`config.mk`:
```
export PLATFORM = sky130hd
export DESIGN_NAME = accel_ctrl
export DESIGN_NICKNAME = d
export VERILOG_FILES = /design/src/rtl/accel_pkg.sv /design/src/rtl/accel_avg4.sv /design/src/rtl/accel_ctrl.sv
export SDC_FILE = /design/constraint.sdc
export NUM_CORES = 1
export LEC_CHECK = 0
export ABC_AREA = 1
export BUFFER_PORTS_ARGS = -buffer_cell sky130_fd_sc_hd__buf_2
export CAP_MARGIN = 40
export CORE_ASPECT_RATIO = 1.5
export CORE_UTILIZATION = 45
export CTS_CLUSTER_DIAMETER = 100
export DETAILED_ROUTE_END_ITERATION = 6
export PLACE_DENSITY = 0.73
export SLEW_MARGIN = 5
export SYNTH_ARGS = -nofsm -noshare
export SYNTH_HDL_FRONTEND = slang
export SYNTH_SLANG_ARGS = --single-unit
```
`constraint.sdc`:
```
create_clock -name clk -period 3.6 [get_ports clk]
set_input_delay 0.72 -clock clk [delete_from_list [all_inputs] [get_ports clk]]
set_output_delay 0.72 -clock clk [all_outputs]
set_load 0.05 [all_outputs]
```
`src/rtl/accel_pkg.sv`:
```
// Purpose : shared opcodes, register map, init values and FSM state type for accel_ctrl.
// Latency : n/a (declarations only).
// Backpressure: n/a.
package accel_pkg;

    // SPI opcodes understood by the accelerometer
    localparam logic [7:0] WRITE = 8'h0A;
    localparam logic [7:0] READ  = 8'h0B;

    // Accelerometer register addresses
    localparam logic [7:0] XDATA      = 8'h08;
    localparam logic [7:0] YDATA      = 8'h09;
    localparam logic [7:0] FILTER_CTL = 8'h2C;
    localparam logic [7:0] POWER_CTL  = 8'h2D;

    // Values written during the init sequence
    localparam logic [7:0] FILTER_INIT = 8'h17;
    localparam logic [7:0] POWER_INIT  = 8'h02;

    typedef enum logic [2:0] {
        S_FILT,
        S_POWER,
        S_WAIT,
        S_READ,
        S_GAP
    } state_t;

    // Command presented to the SPI master
    typedef struct packed {
        logic [7:0] instr;
        logic [7:0] addr;
        logic [7:0] data;
    } spi_cmd_t;

    // States that own an SPI transaction
    function automatic logic is_req(state_t s);
        return (s == S_FILT) || (s == S_POWER) || (s == S_READ);
    endfunction

    // Where a transaction state goes (via S_GAP) after a successful finish
    function automatic state_t ok_successor(state_t s);
        state_t n;
        case (s)
            S_FILT:  n = S_POWER;
            default: n = S_WAIT;
        endcase
        return n;
    endfunction

    // One burst read starting at XDATA returns both X and Y bytes
    function automatic spi_cmd_t cmd_for(state_t s);
        spi_cmd_t c;
        case (s)
            S_POWER: c = '{instr: WRITE, addr: POWER_CTL, data: POWER_INIT};
            S_READ:  c = '{instr: READ,  addr: XDATA,     data: 8'h00};
            default: c = '{instr: WRITE, addr: FILTER_CTL, data: FILTER_INIT};
        endcase
        return c;
    endfunction

endpackage

```
`src/rtl/accel_avg4.sv`:
```
// Purpose : moving average of the last four signed 8-bit samples of one axis.
// Latency : 1 clk from in_vld to out_dat update.
// Backpressure: none; every in_vld sample is accepted.
// Ports   : clk, reset (sync, active-high), in_vld/in_dat (new sample), out_dat (averaged sample).
module accel_avg4 (
    input  logic       clk,
    input  logic       reset,
    input  logic       in_vld,
    input  logic [7:0] in_dat,
    output logic [7:0] out_dat
);

    // Three previous samples; newest at index 0
    logic [2:0][7:0]   hist;
    logic signed [9:0] sum;
    logic              unused_frac;

    always_comb begin
        sum = $signed({{2{in_dat[7]}},  in_dat})
            + $signed({{2{hist[0][7]}}, hist[0]})
            + $signed({{2{hist[1][7]}}, hist[1]})
            + $signed({{2{hist[2][7]}}, hist[2]});
    end

    // sum >>> 2 truncated to 8 bits is exactly sum[9:2]; the fraction is dropped
    assign unused_frac = ^sum[1:0];

    always_ff @(posedge clk) begin
        if (reset) begin
            hist    <= '0;
            out_dat <= '0;
        end else if (in_vld) begin
            hist    <= {hist[1:0], in_dat};
            out_dat <= sum[9:2];
        end
    end

endmodule

```
`src/rtl/accel_ctrl.sv`:
```
// Purpose : drives accelerometer init writes then periodic XY burst reads over an SPI master.
// Latency : samples appear 1 clk after the READ finish; reads start every SAMPLE_DIV+gap clks.
// Backpressure: spi_start held until spi_finish or TIMEOUT clks; timeouts flag spi_error and retry.
// Ports   : clk/reset (sync, active-high); spi_start/instr/addr/data -> SPI master,
//           spi_finish/xdata/ydata <- SPI master; x_accel/y_accel/sample_valid sample output;
//           init_done, spi_error status. Build option: ACCEL_AVG_EN adds 4-sample averaging.
module accel_ctrl
    import accel_pkg::*;
#(
    parameter int         SAMPLE_DIV = 100000,
    parameter int         TIMEOUT    = 255,
    parameter logic [7:0] Y_OFFSET   = 8'd6
) (
    input  logic       clk,
    input  logic       reset,
    output logic       spi_start,
    output logic [7:0] spi_instr,
    output logic [7:0] spi_addr,
    output logic [7:0] spi_data,
    input  logic       spi_finish,
    input  logic [7:0] spi_xdata,
    input  logic [7:0] spi_ydata,
    output logic [7:0] x_accel,
    output logic [7:0] y_accel,
    output logic       sample_valid,
    output logic       init_done,
    output logic       spi_error
);

    localparam int DW = (SAMPLE_DIV > 1) ? $clog2(SAMPLE_DIV) : 1;
    localparam int TW = $clog2(TIMEOUT + 1);

    state_t         state, state_nxt;
    state_t         after_gap, after_gap_nxt;
    spi_cmd_t       cmd_q, cmd_nxt;
    logic           start_nxt;
    logic           init_nxt;
    logic           err_nxt;
    logic           capture;
    logic [DW-1:0]  wait_cnt;
    logic [TW-1:0]  tmo_cnt;
    logic           done_ok;
    logic           tmo_hit;
    logic [7:0]     y_corr;

    // A finish only counts while a request is outstanding; finish on the
    // expiry cycle wins over the timeout.
    assign done_ok = spi_start && spi_finish;
    assign tmo_hit = spi_start && !spi_finish && (tmo_cnt == TW'(TIMEOUT - 1));

    assign spi_instr = cmd_q.instr;
    assign spi_addr  = cmd_q.addr;
    assign spi_data  = cmd_q.data;

    // ---------------- state register (and registered FSM outputs) ----------------
    always_ff @(posedge clk) begin
        if (reset) begin
            state        <= S_FILT;
            after_gap    <= S_FILT;
            spi_start    <= 1'b0;
            cmd_q        <= cmd_for(S_FILT);
            sample_valid <= 1'b0;
            init_done    <= 1'b0;
            spi_error    <= 1'b0;
        end else begin
            state        <= state_nxt;
            after_gap    <= after_gap_nxt;
            spi_start    <= start_nxt;
            cmd_q        <= cmd_nxt;
            sample_valid <= capture;
            init_done    <= init_nxt;
            spi_error    <= err_nxt;
        end
    end

    // ---------------- next-state logic ----------------
    always_comb begin
        state_nxt     = state;
        after_gap_nxt = after_gap;
        unique case (state)
            S_FILT, S_POWER, S_READ: begin
                if (done_ok) begin
                    state_nxt     = S_GAP;
                    after_gap_nxt = ok_successor(state);
                end else if (tmo_hit) begin
                    // retry the same transaction after the gap
                    state_nxt     = S_GAP;
                    after_gap_nxt = state;
                end
            end
            S_GAP:   state_nxt = after_gap;
            S_WAIT:  if (wait_cnt == '0) state_nxt = S_READ;
            default: state_nxt = S_FILT;
        endcase
    end

    // ---------------- output logic (next values of registered outputs) ----------------
    // spi_start follows the state being entered, so it rises on the same edge
    // the FSM enters a transaction state. After reset the FSM already sits in
    // S_FILT with spi_start low, so the first edge out of reset raises it.
    always_comb begin
        start_nxt = is_req(state_nxt);
        cmd_nxt   = cmd_q;
        if (is_req(state_nxt)) begin
            cmd_nxt = cmd_for(state_nxt);
        end
        capture  = done_ok && (state == S_READ);
        init_nxt = init_done || (done_ok && (state == S_POWER));
        err_nxt  = spi_error || tmo_hit;
    end

    // ---------------- counters ----------------
    always_ff @(posedge clk) begin
        if (reset) begin
            wait_cnt <= '0;
            tmo_cnt  <= '0;
        end else begin
            if ((state_nxt == S_WAIT) && (state != S_WAIT)) begin
                wait_cnt <= DW'(SAMPLE_DIV - 1);
            end else if ((state == S_WAIT) && (wait_cnt != '0)) begin
                wait_cnt <= wait_cnt - DW'(1);
            end
            // counts cycles spent with the request outstanding
            tmo_cnt <= spi_start ? tmo_cnt + TW'(1) : '0;
        end
    end

    // ---------------- sample path ----------------
    assign y_corr = spi_ydata - Y_OFFSET;

`ifdef ACCEL_AVG_EN
    accel_avg4 u_avg_x (
        .clk     (clk),
        .reset   (reset),
        .in_vld  (capture),
        .in_dat  (spi_xdata),
        .out_dat (x_accel)
    );

    accel_avg4 u_avg_y (
        .clk     (clk),
        .reset   (reset),
        .in_vld  (capture),
        .in_dat  (y_corr),
        .out_dat (y_accel)
    );
`else
    always_ff @(posedge clk) begin
        if (reset) begin
            x_accel <= '0;
            y_accel <= '0;
        end else if (capture) begin
            x_accel <= spi_xdata;
            y_accel <= y_corr;
        end
    end
`endif

endmodule

```
==> results of run 1 <==
==> synthesized netlist by cell type, types with 4 or more instances <==
cell type                 instances
sky130_fd_sc_hd__a21oi_1         14
sky130_fd_sc_hd__a21oi_2          8
sky130_fd_sc_hd__buf_4           20
sky130_fd_sc_hd__dfxtp_1         55
sky130_fd_sc_hd__ha_1             4
sky130_fd_sc_hd__inv_1           32
sky130_fd_sc_hd__inv_2            4
sky130_fd_sc_hd__nand2_1         73
sky130_fd_sc_hd__nand2_2          4
sky130_fd_sc_hd__nand3_1         21
sky130_fd_sc_hd__nand4_1          6
sky130_fd_sc_hd__nor2_1          70
sky130_fd_sc_hd__nor2_2           7
sky130_fd_sc_hd__nor3_1           6
sky130_fd_sc_hd__o21ai_0         21
sky130_fd_sc_hd__xor2_1           9
==> cell type report <==
class	count	area, um2
Clock buffer	6	82.6
Timing Repair Buffer	47	238
Multi-Input combinational cell	285	1440
Tap cell	74	92.6
Sequential cell	55	1100
Fill cell	607	3030
Inverter	36	135
Clock inverter	1	8.76
==> critical path, cell delays in order, from the launching register on <==
cell and delay [ns]:
sky130_fd_sc_hd__dfxtp_1 0.34, sky130_fd_sc_hd__inv_1 0.14, sky130_fd_sc_hd__ha_1 0.28, sky130_fd_sc_hd__nand2_2 0.14, sky130_fd_sc_hd__nor2_4 0.18, sky130_fd_sc_hd__nand3_4 0.12
sky130_fd_sc_hd__nand2_4 0.17, sky130_fd_sc_hd__inv_2 0.13, sky130_fd_sc_hd__nand3b_1 0.11, sky130_fd_sc_hd__nand2_1 0.06, sky130_fd_sc_hd__nor2_1 0.09, sky130_fd_sc_hd__nor2_1 0.04
==> how the worst min path moves through the flow <==
stage | end | slack (ns) | cells after the start
CTS | spi_error$_SDFF_PP0_ | 0.46 | 2
global route | spi_error$_SDFF_PP0_ | 0.49 | 2
finish | spi_error$_SDFF_PP0_ | 0.46 | 2
floorplan | tmo_cnt[0]$_SDFF_PP0_ | 0.43 | 1
detailed placement | spi_error$_SDFF_PP0_ | 0.45 | 2
global placement | tmo_cnt[0]$_SDFF_PP0_ | 0.44 | 1
==> power by group <==
group,leakage (nW),switching (mW),internal [mW]
clock,0.0477,0.196,0.155
sequential,0.444,0.00517,0.613
combinational,0.987,0.0832,0.0198
total,1.48,0.284,0.788
==> per-stage QoR <==
stage	util	cell area (um2)	cells	worst slack [ns]
3_3_place_gp	0.491	3010	497	1.52
3_5_place_dp	0.491	3010	497	1.51
6_report	0.506	3100	504	1.67
2_1_floorplan	-	2890	405	1.74
5_1_grt	0.506	3100	504	1.51
4_1_cts	0.506	3100	504	1.68
==> cells by family (layout without fill, tap and decap cells) <==
kind of cell / Yosys count / in the layout / synth area share
other cells: 2 / 16 / 0.00265
flops: 55 / 55 / 0.388
compound gates: 52 / 52 / 0.111
fa+ha+maj: 4 / 4 / 0.0176
simple gates: 202 / 202 / 0.325
xor+xnor: 11 / 11 / 0.0340
buf+inv: 65 / 90 / 0.121
==> sequential cells by signal, summed over array words and instances (netlist names), 2 cells and up <==
| signal | flops |
|---|---|
| wait_cnt | 17 |
| tmo_cnt | 8 |
| state | 3 |
| y_accel | 8 |
| x_accel | 8 |
| after_gap | 3 |
| spi_addr | 2 |
==> per-layer routing <==
metal,routed length (um),GRT usage,part of all wire
met4,70,0.0393,0.012
met5,0,0,0
met1,2480,0.219,0.44
met2,2850,0.331,0.51
met3,217,0.0310,0.039
==> results_tabular.tex, run 1 <==
\begin{tabular}{lr}
\hline
Metric & Value \\
\hline
\multicolumn{2}{l}{\textbf{Status}} \\
Status & finished clean \\
\multicolumn{2}{l}{\textbf{STA}} \\
Setup repair after global routing missed its margin & false \\
Max-slew headroom & 0.606 \\
Final worst path period need & 1.93 ns \\
Final worst path period share & 0.535 \\
Setup TNS & 0 ns \\
Least-Margin Pin Slew & 0.590 ns \\
Number of pins exceeding their max-slew limit in the final report & 0 \\
Skew final & 0.0115 ns \\
Worst slack on hold paths & 0.458 ns \\
Count of final hold-check violations & 0 \\
Number of endpoints failing setup at the final stage & 0 \\
Max Freq & 519 MHz \\
\multicolumn{2}{l}{\textbf{Pwr}} \\
Power per cell area & 346 nW/um2 \\
Final Total Pwr & 1.07 mW \\
Worst IR drop on VDD & 0.000276 V \\
Cell leakage power & 1.48 nW \\
\multicolumn{2}{l}{\textbf{Routing}} \\
Number of nets with antenna violations after routing & 0 \\
Detailed-routing iteration count for the pre-antenna-repair pass & 4 \\
Overall via count from detail\_route & 2462 \\
Post-Route WL & 5630 um \\
DRT iter0 DRCs & 64 \\
Vias per inst & 4.88 \\
DRC violations left & 0 \\
Average wire length per cell after detail routing & 11.2 um \\
\multicolumn{2}{l}{\textbf{Clock network}} \\
Setup repair bufs after CTS & 0 \\
Root buffer cell & sky130\_fd\_sc\_hd\_\_clkbuf\_8 \\
Deepest level of the CTS H-tree & 2 \\
Bufs on Longest Clock Path & 2 \\
TritonCTS clock tree & yes \\
Worst-Skew Late Latency & 0.30 ns \\
Number of clock buffers inserted by TritonCTS & 5 \\
Number of gates resized after cts & 0 \\
Reg clk slew, reported paths & 0.10 ns \\
Clk sinks & 55 \\
Hold buffer count at CTS & 0 \\
\multicolumn{2}{l}{\textbf{Critical path}} \\
RR Endpoint & wait\_cnt[2]\$\_SDFFE\_PP0P\_ \\
CP required & 3.78 ns \\
Arrival time of the worst setup path & 2.11 ns \\
Worst Reg-to-Reg Cells & 11 \\
Category of the worst setup path capture point & flip-flop \\
Peak fanout along the critical path & 15 \\
Category of the most critical setup path & reg2reg \\
Endpoint of the worst setup timing path & wait\_cnt[2]\$\_SDFFE\_PP0P\_ \\
Beginning of the critical path & wait\_cnt[0]\$\_SDFFE\_PP0P\_ \\
R2R setup slack & 1.67 ns \\
Reg-to-reg startpoint & wait\_cnt[0]\$\_SDFFE\_PP0P\_ \\
Crit path launch type & flip-flop \\
\multicolumn{2}{l}{\textbf{Die}} \\
X dimension of the die & 66.8 um \\
Die height & 99.2 um \\
Placeable core area & 6130 um2 \\
Effective utilization at floorplan & 0.463 \\
Total number of placement rows & 35 \\
Die ar. & 6630 um2 \\
I/O pin cnt & 63 \\
\multicolumn{2}{l}{\textbf{Logic synthesis}} \\
Synthesized netlist cell count & 391 \\
Synth cell types & 37 \\
Number of synthesized flops with an enable pin & 0 \\
Area share of the largest cell type after synthesis & 0.388 \\
Number of warning messages in the yosys log & 0 \\
Mean Syn Cell Area & 7.25 um2 \\
Share of flip-flops with an asynchronous set or reset after synthesis & 0 \\
Seq/Total Area, Yosys & 0.388 \\
Most frequently used flop master after synthesis & sky130\_fd\_sc\_hd\_\_dfxtp\_1 \\
Cells taking the most area after synthesis & sky130\_fd\_sc\_hd\_\_dfxtp\_1 (39\%), sky130\_fd\_sc\_hd\_\_nand2\_1 (9.7\%), sky130\_fd\_sc\_hd\_\_nor2\_1 (9.3\%) \\
Netlist Area Pre-Place & 2840 um2 \\
Post-synthesis register bit count & 55 \\
Cell taking the most area after synthesis & sky130\_fd\_sc\_hd\_\_dfxtp\_1 \\
\multicolumn{2}{l}{\textbf{Global routing}} \\
Leftover overflow at the end of global routing & 0 \\
Number of global-route vias before repair & 2248 \\
Wire length of the first global-routing pass & 9690 um \\
Global-route usage over all layers & 0.183 \\
Number of antenna violations at the first check in global routing & 0 \\
Maximum number of pins on one net before global-route repair & 24 \\
\multicolumn{2}{l}{\textbf{Placed design}} \\
Weighted congestion at the end of routability-driven global placement & 0.839 \\
Post-DP HPWL & 4200 um \\
\# port buffers & 46 \\
\multicolumn{2}{l}{\textbf{Cells and area}} \\
Number of antenna repair diodes & 0 \\
Most frequent cells in the layout & sky130\_fd\_sc\_hd\_\_nand2\_1 (73), sky130\_fd\_sc\_hd\_\_nor2\_1 (70), sky130\_fd\_sc\_hd\_\_dfxtp\_1 (55) \\
Ratio of cells with drive above 1 in the final layout & 0.212 \\
Most frequent standard cell in the layout excluding fill and tap cells & sky130\_fd\_sc\_hd\_\_nand2\_1 \\
Area delta synth->final & 9.35\% \\
Number of nets at the end of the flow & 453 \\
\multicolumn{2}{l}{\textbf{Flow run}} \\
Max cap viols & 0 \\
\multicolumn{2}{l}{\textbf{Worst hold path}} \\
Class of the most critical hold timing path & reg2reg \\
Hold path startpoint & spi\_error\$\_SDFF\_PP0\_ \\
\hline
\end{tabular}
Note: power is estimated with default switching activity, not from simulation.
==> run 2: changes to the inputs <==
- ABC_AREA: 1 -> 0
- PLACE_DENSITY: 0.73 -> 0.74
- clock period: 3.6 -> 1.9 ns (I/O delays scaled with it)
==> run 2 against run 1 <==
The run now ends with setup timing left. Wire length is 6.8% higher. Hold slack worse by 0.17 ns. First-iteration DRC count is 61% higher. Fmax is 11% lower.
==> results_tabular.tex, run 2 <==
\begin{tabular}{lr}
\hline
Metric & Value \\
\hline
\multicolumn{2}{l}{\textbf{Status}} \\
Status & finished, violations left \\
Violations in the final reports & setup timing \\
\multicolumn{2}{l}{\textbf{Critical path}} \\
Crit path launch type & flip-flop \\
Category of the worst setup path capture point & flip-flop \\
Reg-to-reg startpoint & wait\_cnt[10]\$\_SDFFE\_PP0P\_ \\
Peak fanout along the critical path & 6 \\
R2R setup slack & -0.26 ns \\
CP required & 2.08 ns \\
Category of the most critical setup path & reg2reg \\
Worst Reg-to-Reg Cells & 7 \\
Arrival time of the worst setup path & 2.33 ns \\
RR Endpoint & wait\_cnt[4]\$\_SDFFE\_PP0P\_ \\
\multicolumn{2}{l}{\textbf{Worst hold path}} \\
Hold path startpoint & spi\_ydata[1] \\
Number of cells traversed by the worst hold path & 2 \\
Class of the most critical hold timing path & in2reg \\
End point of the worst hold path & y\_accel[1]\$\_SDFFE\_PP0P\_ \\
\multicolumn{2}{l}{\textbf{Clock network}} \\
Reg clk slew, reported paths & 0.09 ns \\
Hold buffer count at CTS & 0 \\
Deepest level of the CTS H-tree & 2 \\
TritonCTS clock tree & yes \\
Clk sinks & 55 \\
Worst-Skew Late Latency & 0.30 ns \\
Root buffer cell & sky130\_fd\_sc\_hd\_\_clkbuf\_8 \\
Number of clock buffers inserted by TritonCTS & 5 \\
Bufs on Longest Clock Path & 2 \\
\multicolumn{2}{l}{\textbf{Routing}} \\
DRT iter0 DRCs & 103 \\
Overall via count from detail\_route & 2409 \\
DRC violations left & 0 \\
Post-Route WL & 6010 um \\
Vias per inst & 5.38 \\
Detailed-routing iteration count for the pre-antenna-repair pass & 4 \\
Number of nets with antenna violations after routing & 0 \\
Average wire length per cell after detail routing & 13.4 um \\
\multicolumn{2}{l}{\textbf{STA}} \\
Final worst path period share & 1.14 \\
Count of final hold-check violations & 0 \\
Worst slack on hold paths & 0.288 ns \\
Number of pins exceeding their max-slew limit in the final report & 0 \\
Setup TNS & -3.37 ns \\
Least-Margin Pin Slew & 0.490 ns \\
Max Freq & 463 MHz \\
Setup slack of the critical path after layout & -0.258 ns \\
Max-slew headroom & 0.671 \\
Setup repair after global routing missed its margin & true \\
Skew final & 0.00441 ns \\
Final worst path period need & 2.16 ns \\
Number of endpoints failing setup at the final stage & 19 \\
\multicolumn{2}{l}{\textbf{Placed design}} \\
Worst Setup Slack post-DPL & -0.271 ns \\
Post-DP HPWL & 4270 um \\
Instance area at placement & 3070 um2 \\
\# port buffers & 46 \\
Weighted congestion at the end of routability-driven global placement & 0.814 \\
Dpl cells & 438 \\
\multicolumn{2}{l}{\textbf{Global routing}} \\
Number of global-route vias before repair & 2369 \\
Leftover overflow at the end of global routing & 0 \\
Maximum number of pins on one net before global-route repair & 40 \\
Number of antenna violations at the first check in global routing & 0 \\
Global-route usage over all layers & 0.206 \\
Wire length of the first global-routing pass & 10200 um \\
\multicolumn{2}{l}{\textbf{Cells and area}} \\
Max reg flops & 17 \\
Non-filler instance count after layout & 448 \\
Most frequent standard cell in the layout excluding fill and tap cells & sky130\_fd\_sc\_hd\_\_dfxtp\_1 \\
Area delta synth->final & 22.4\% \\
Number of nets at the end of the flow & 402 \\
Number of antenna repair diodes & 0 \\
Post-layout utilization of the core & 0.582 \\
Ratio of cells with drive above 1 in the final layout & 0.302 \\
Final cell area excluding filler cells & 3240 um2 \\
Most frequent cells in the layout & sky130\_fd\_sc\_hd\_\_dfxtp\_1 (51), sky130\_fd\_sc\_hd\_\_buf\_2 (46), sky130\_fd\_sc\_hd\_\_buf\_4 (33) \\
Largest reg by FF count & wait\_cnt \\
\multicolumn{2}{l}{\textbf{Pwr}} \\
Power per cell area & 616 nW/um2 \\
Cell leakage power & 1.34 nW \\
Final Total Pwr & 2.00 mW \\
Worst IR drop on VDD & 0.000447 V \\
\multicolumn{2}{l}{\textbf{Flow run}} \\
Max cap viols & 0 \\
\multicolumn{2}{l}{\textbf{Die}} \\
Effective utilization at floorplan & 0.475 \\
Placeable core area & 5570 um2 \\
X dimension of the die & 64.6 um \\
Total number of placement rows & 33 \\
Die ar. & 6200 um2 \\
Die height & 95.9 um \\
I/O pin cnt & 63 \\
\multicolumn{2}{l}{\textbf{Logic synthesis}} \\
Seq/Total Area, Yosys & 0.416 \\
Post-synthesis register bit count & 55 \\
Number of warning messages in the yosys log & 0 \\
Cell taking the most area after synthesis & sky130\_fd\_sc\_hd\_\_dfxtp\_1 \\
Synthesized netlist cell count & 310 \\
Synth cell count leaders & sky130\_fd\_sc\_hd\_\_dfxtp\_1 (55), sky130\_fd\_sc\_hd\_\_nor2\_1 (30), sky130\_fd\_sc\_hd\_\_nand2\_1 (28), sky130\_fd\_sc\_hd\_\_a21oi\_1 (23), sky130\_fd\_sc\_hd\_\_buf\_4 (20) \\
Most frequently used flop master after synthesis & sky130\_fd\_sc\_hd\_\_dfxtp\_1 \\
Number of synthesized flops with an enable pin & 0 \\
Synth cell types & 53 \\
Cells taking the most area after synthesis & sky130\_fd\_sc\_hd\_\_dfxtp\_1 (42\%), sky130\_fd\_sc\_hd\_\_buf\_4 (5.7\%), sky130\_fd\_sc\_hd\_\_a21oi\_1 (4.3\%) \\
Share of flip-flops with an asynchronous set or reset after synthesis & 0 \\
Most numerous cell in the Yosys netlist & sky130\_fd\_sc\_hd\_\_dfxtp\_1 \\
Mean Syn Cell Area & 8.54 um2 \\
Netlist Area Pre-Place & 2650 um2 \\
Area share of the largest cell type after synthesis & 0.416 \\
\hline
\end{tabular}
run 2: cell types whose count changed after synthesis, sizes merged, moves of 4 or more:
cell,before,now
a211oi,0,13
and3,0,4
clkbuf,3,10
inv,36,9
nand2,80,28
nand3,24,6
nor2,79,30
o21ai,22,8
o31ai,0,9
or3,0,5
or4,0,13
run 2: worst max-delay path by stage:
stage,from,endpoint,slack [ns],depth (start not counted)
2_1_floorplan,wait_cnt[7]$_SDFFE_PP0P_,spi_addr[2]$_SDFFE_PP1P_,-0.35,7
3_3_place_gp,wait_cnt[7]$_SDFFE_PP0P_,spi_addr[2]$_SDFFE_PP1P_,-0.22,5
3_5_place_dp,wait_cnt[7]$_SDFFE_PP0P_,spi_addr[2]$_SDFFE_PP1P_,-0.27,5
4_1_cts,wait_cnt[10]$_SDFFE_PP0P_,spi_addr[2]$_SDFFE_PP1P_,-0.25,5
5_1_grt,wait_cnt[10]$_SDFFE_PP0P_,spi_addr[2]$_SDFFE_PP1P_,-0.32,5
6_report,wait_cnt[10]$_SDFFE_PP0P_,wait_cnt[4]$_SDFFE_PP0P_,-0.26,7
run 2: metal layers:
metal / GRT usage / up-vias / part of all wire
met5: 0 / - / 0
met4: 0.0833 / 0 / 0.016
met3: 0.0261 / 8 / 0.019
met2: 0.420 / 40 / 0.56
met1: 0.204 / 1144 / 0.41
li1: - / 1217 / -
run 2: logic make-up after synthesis:
group | count (synthesis) | share of synthesized area
AND/OR/NAND/NOR | 119 | 0.238
AO/OA/AOI/OAI | 74 | 0.186
flip-flops | 55 | 0.416
buffers and inverters | 42 | 0.0912
XOR/XNOR | 13 | 0.0430
adder cells (fa/ha/maj) | 4 | 0.0189
other | 2 | 0.00284
multiplexers | 1 | 0.00378
run 2: timing repair:
item                                    4_1_cts  5_1_grt
setup buffers                                 3        0
gates resized for setup                       9        8
endpoints found under the setup margin       23       23
pin swaps                                     6        5
cloned                                        1        0
run 2: power by group:
| group | switching, mW | internal (mW) | total (mW) |
|---|---|---|---|
| combinational | 0.171 | 0.0581 | 0.229 |
| clock | 0.348 | 0.247 | 0.595 |
| sequential | 0.00952 | 1.16 | 1.17 |
run 2: cell type report:
class | instances | area, um2
multi-input combinational | 227 | 1440
timing repair buffer | 81 | 500
inverter | 9 | 33.8
sequential | 55 | 1110
tap | 70 | 87.6
clock buffer | 6 | 72.6
fill | 502 | 2330
run 2: critical path, cell delays in order (launching register included):
cell                      delay [ns]
sky130_fd_sc_hd__dfxtp_2        0.33
sky130_fd_sc_hd__or4_4          0.53
sky130_fd_sc_hd__or4_4          0.55
sky130_fd_sc_hd__buf_4          0.17
sky130_fd_sc_hd__o21ai_4        0.16
sky130_fd_sc_hd__buf_6          0.14
sky130_fd_sc_hd__or3_1          0.09
sky130_fd_sc_hd__a31oi_1        0.07
==> run 3: changes to the inputs <==
- SETUP_SLACK_MARGIN: not set -> 0.05
==> run 3 against run 2 <==
The run still ends with setup timing left. Final cell count fell by 0.22%. Hold slack lost 0.014 ns. Clock power is 31% higher. Sequential cell count unchanged. Critical path type unchanged. First-iteration DRC count decreased by 45%. Sequential share of layout area shrank 0.52 points. Die area is the same. Clock skew rose by 0.0038 ns. Combinational power about the same. Wire length up 2.9%. Sequential power about the same.
==> results_tabular.tex, run 3 (same netlist as run 2, synthesis figures left out) <==
\begin{tabular}{lr}
\hline
Metric & Value \\
\hline
\multicolumn{2}{l}{\textbf{Die}} \\
Total number of placement rows & 33 \\
Die height & 95.9 um \\
Placeable core area & 5570 um2 \\
X dimension of the die & 64.6 um \\
I/O pin cnt & 63 \\
Effective utilization at floorplan & 0.475 \\
Die ar. & 6200 um2 \\
\multicolumn{2}{l}{\textbf{Cells and area}} \\
Number of nets at the end of the flow & 399 \\
Area delta synth->final & 24.2\% \\
Most frequent standard cell in the layout excluding fill and tap cells & sky130\_fd\_sc\_hd\_\_dfxtp\_1 \\
Number of antenna repair diodes & 0 \\
Max reg flops & 17 \\
Most frequent cells in the layout & sky130\_fd\_sc\_hd\_\_dfxtp\_1 (52), sky130\_fd\_sc\_hd\_\_buf\_2 (46), sky130\_fd\_sc\_hd\_\_nor2\_1 (30) \\
Ratio of cells with drive above 1 in the final layout & 0.321 \\
Largest reg by FF count & wait\_cnt \\
Count of fill cells added during filler insertion & 530 \\
\multicolumn{2}{l}{\textbf{Clock network}} \\
Hold buffer count at CTS & 0 \\
Root buffer cell & sky130\_fd\_sc\_hd\_\_clkbuf\_8 \\
Reg clk slew, reported paths & 0.10 ns \\
Deepest level of the CTS H-tree & 2 \\
Clk sinks & 55 \\
Number of clock buffers inserted by TritonCTS & 5 \\
TritonCTS clock tree & yes \\
Worst-Skew Late Latency & 0.32 ns \\
Bufs on Longest Clock Path & 2 \\
\multicolumn{2}{l}{\textbf{Critical path}} \\
Beginning of the critical path & wait\_cnt[7]\$\_SDFFE\_PP0P\_ \\
Category of the most critical setup path & reg2reg \\
Reg-to-reg startpoint & wait\_cnt[7]\$\_SDFFE\_PP0P\_ \\
Category of the worst setup path capture point & flip-flop \\
Peak fanout along the critical path & 6 \\
CP required & 2.11 ns \\
Crit path launch type & flip-flop \\
Arrival time of the worst setup path & 2.36 ns \\
\multicolumn{2}{l}{\textbf{Routing}} \\
DRC violations left & 0 \\
Detailed-routing iteration count for the pre-antenna-repair pass & 4 \\
Post-Route WL & 6180 um \\
Overall via count from detail\_route & 2452 \\
Vias per inst & 5.49 \\
Number of nets with antenna violations after routing & 0 \\
Average wire length per cell after detail routing & 13.8 um \\
DRT iter0 DRCs & 57 \\
\multicolumn{2}{l}{\textbf{Placed design}} \\
\# port buffers & 46 \\
Weighted congestion at the end of routability-driven global placement & 0.847 \\
Post-DP HPWL & 4430 um \\
\multicolumn{2}{l}{\textbf{STA}} \\
Worst slack on hold paths & 0.274 ns \\
Setup repair after global routing missed its margin & true \\
Setup slack of the critical path after layout & -0.253 ns \\
Final worst path period share & 1.13 \\
Least-Margin Pin Slew & 0.517 ns \\
Number of endpoints failing setup at the final stage & 19 \\
Max Freq & 464 MHz \\
Max-slew headroom & 0.653 \\
Skew final & 0.00820 ns \\
Count of final hold-check violations & 0 \\
Number of pins exceeding their max-slew limit in the final report & 0 \\
Final worst path period need & 2.15 ns \\
Setup TNS & -3.17 ns \\
\multicolumn{2}{l}{\textbf{Global routing}} \\
Number of antenna violations at the first check in global routing & 0 \\
Global-route usage over all layers & 0.215 \\
Maximum number of pins on one net before global-route repair & 40 \\
Number of global-route vias before repair & 2386 \\
Wire length of the first global-routing pass & 10400 um \\
Leftover overflow at the end of global routing & 0 \\
\multicolumn{2}{l}{\textbf{Status}} \\
Status & finished, violations left \\
Violations in the final reports & setup timing \\
\multicolumn{2}{l}{\textbf{Flow run}} \\
Max cap viols & 0 \\
\multicolumn{2}{l}{\textbf{Pwr}} \\
Switching power as a share of total power & 0.262 \\
Cell leakage power & 1.35 nW \\
Cell Int Power & 1.61 mW \\
Share of total power in sequential cells & 0.537 \\
Power per cell area & 665 nW/um2 \\
Clock power frac & 0.357 \\
Part of the total power dissipated in combinational logic & 0.105 \\
Worst IR drop on VDD & 0.000475 V \\
Net Sw Power & 0.573 mW \\
\multicolumn{2}{l}{\textbf{Worst hold path}} \\
Hold path startpoint & spi\_ydata[1] \\
Class of the most critical hold timing path & in2reg \\
\hline
\end{tabular}
run 3: cell type report:
cell class | count | area, um2 | area share
repair buffers | 78 | 482 | 0.146
multi-input cells | 227 | 1470 | 0.446
clock buffers | 5 | 68.8 | 0.0209
clock inverters | 3 | 43.8 | 0.0133
inverters | 9 | 33.8 | 0.0103
flip-flops and latches | 55 | 1100 | 0.336
well taps | 70 | 87.6 | 0.0266
run 3: routing by layer:
metal  vias up  GRT usage  share of wire
met5         -          0              0
met4         0      0.107          0.025
met3        16     0.0379          0.027
met2        46      0.437           0.56
met1      1172      0.200           0.38
li1       1218          -              -
run 3: worst max-delay path: stages (launching register included):
cell and delay (ns):
sky130_fd_sc_hd__dfxtp_2 0.33, sky130_fd_sc_hd__or4_4 0.53, sky130_fd_sc_hd__or4_4 0.55, sky130_fd_sc_hd__nor4_4 0.24, sky130_fd_sc_hd__o21ai_2 0.13, sky130_fd_sc_hd__a211o_1 0.26
run 3: path summary, 6_finish.rpt:
check / endpoint / slack, ns / cells after the start
hold reg to reg: y_accel[3]$_SDFFE_PP0P_ / 0.46 / 2
hold / removal: y_accel[1]$_SDFFE_PP0P_ / 0.27 / 2
setup / recovery: spi_addr[2]$_SDFFE_PP1P_ / -0.25 / 5
setup reg to reg: spi_addr[2]$_SDFFE_PP1P_ / -0.25 / 5
run 3: power by group through the flow:
stage,Combinational [mW],Sequential (mW),Clock (mW)
2_1_floorplan,0.178,1.22,0
3_3_place_gp,0.224,1.20,0
5_1_grt,0.249,1.18,0.846
3_5_place_dp,0.227,1.20,0
6_report,0.231,1.18,0.782
4_1_cts,0.228,1.17,0.799
run 3: what timing repair did:
item,4_1_cts,5_1_grt
pin swaps,7,6
cloned,0,0
gates resized for setup,5,17
setup endpoints to repair,23,23
setup buffers,0,2
run 3: stage by stage:
step,cells,setup WS [ns],total power [mW],utilization,cell area (um2)
2_1_floorplan,324,-0.349,1.39,-,2740
3_3_place_gp,437,-0.220,1.42,0.550,3070
3_5_place_dp,437,-0.247,1.43,0.550,3070
4_1_cts,445,-0.257,2.20,0.574,3200
5_1_grt,447,-0.334,2.27,0.590,3290
6_report,447,-0.253,2.19,0.590,3290
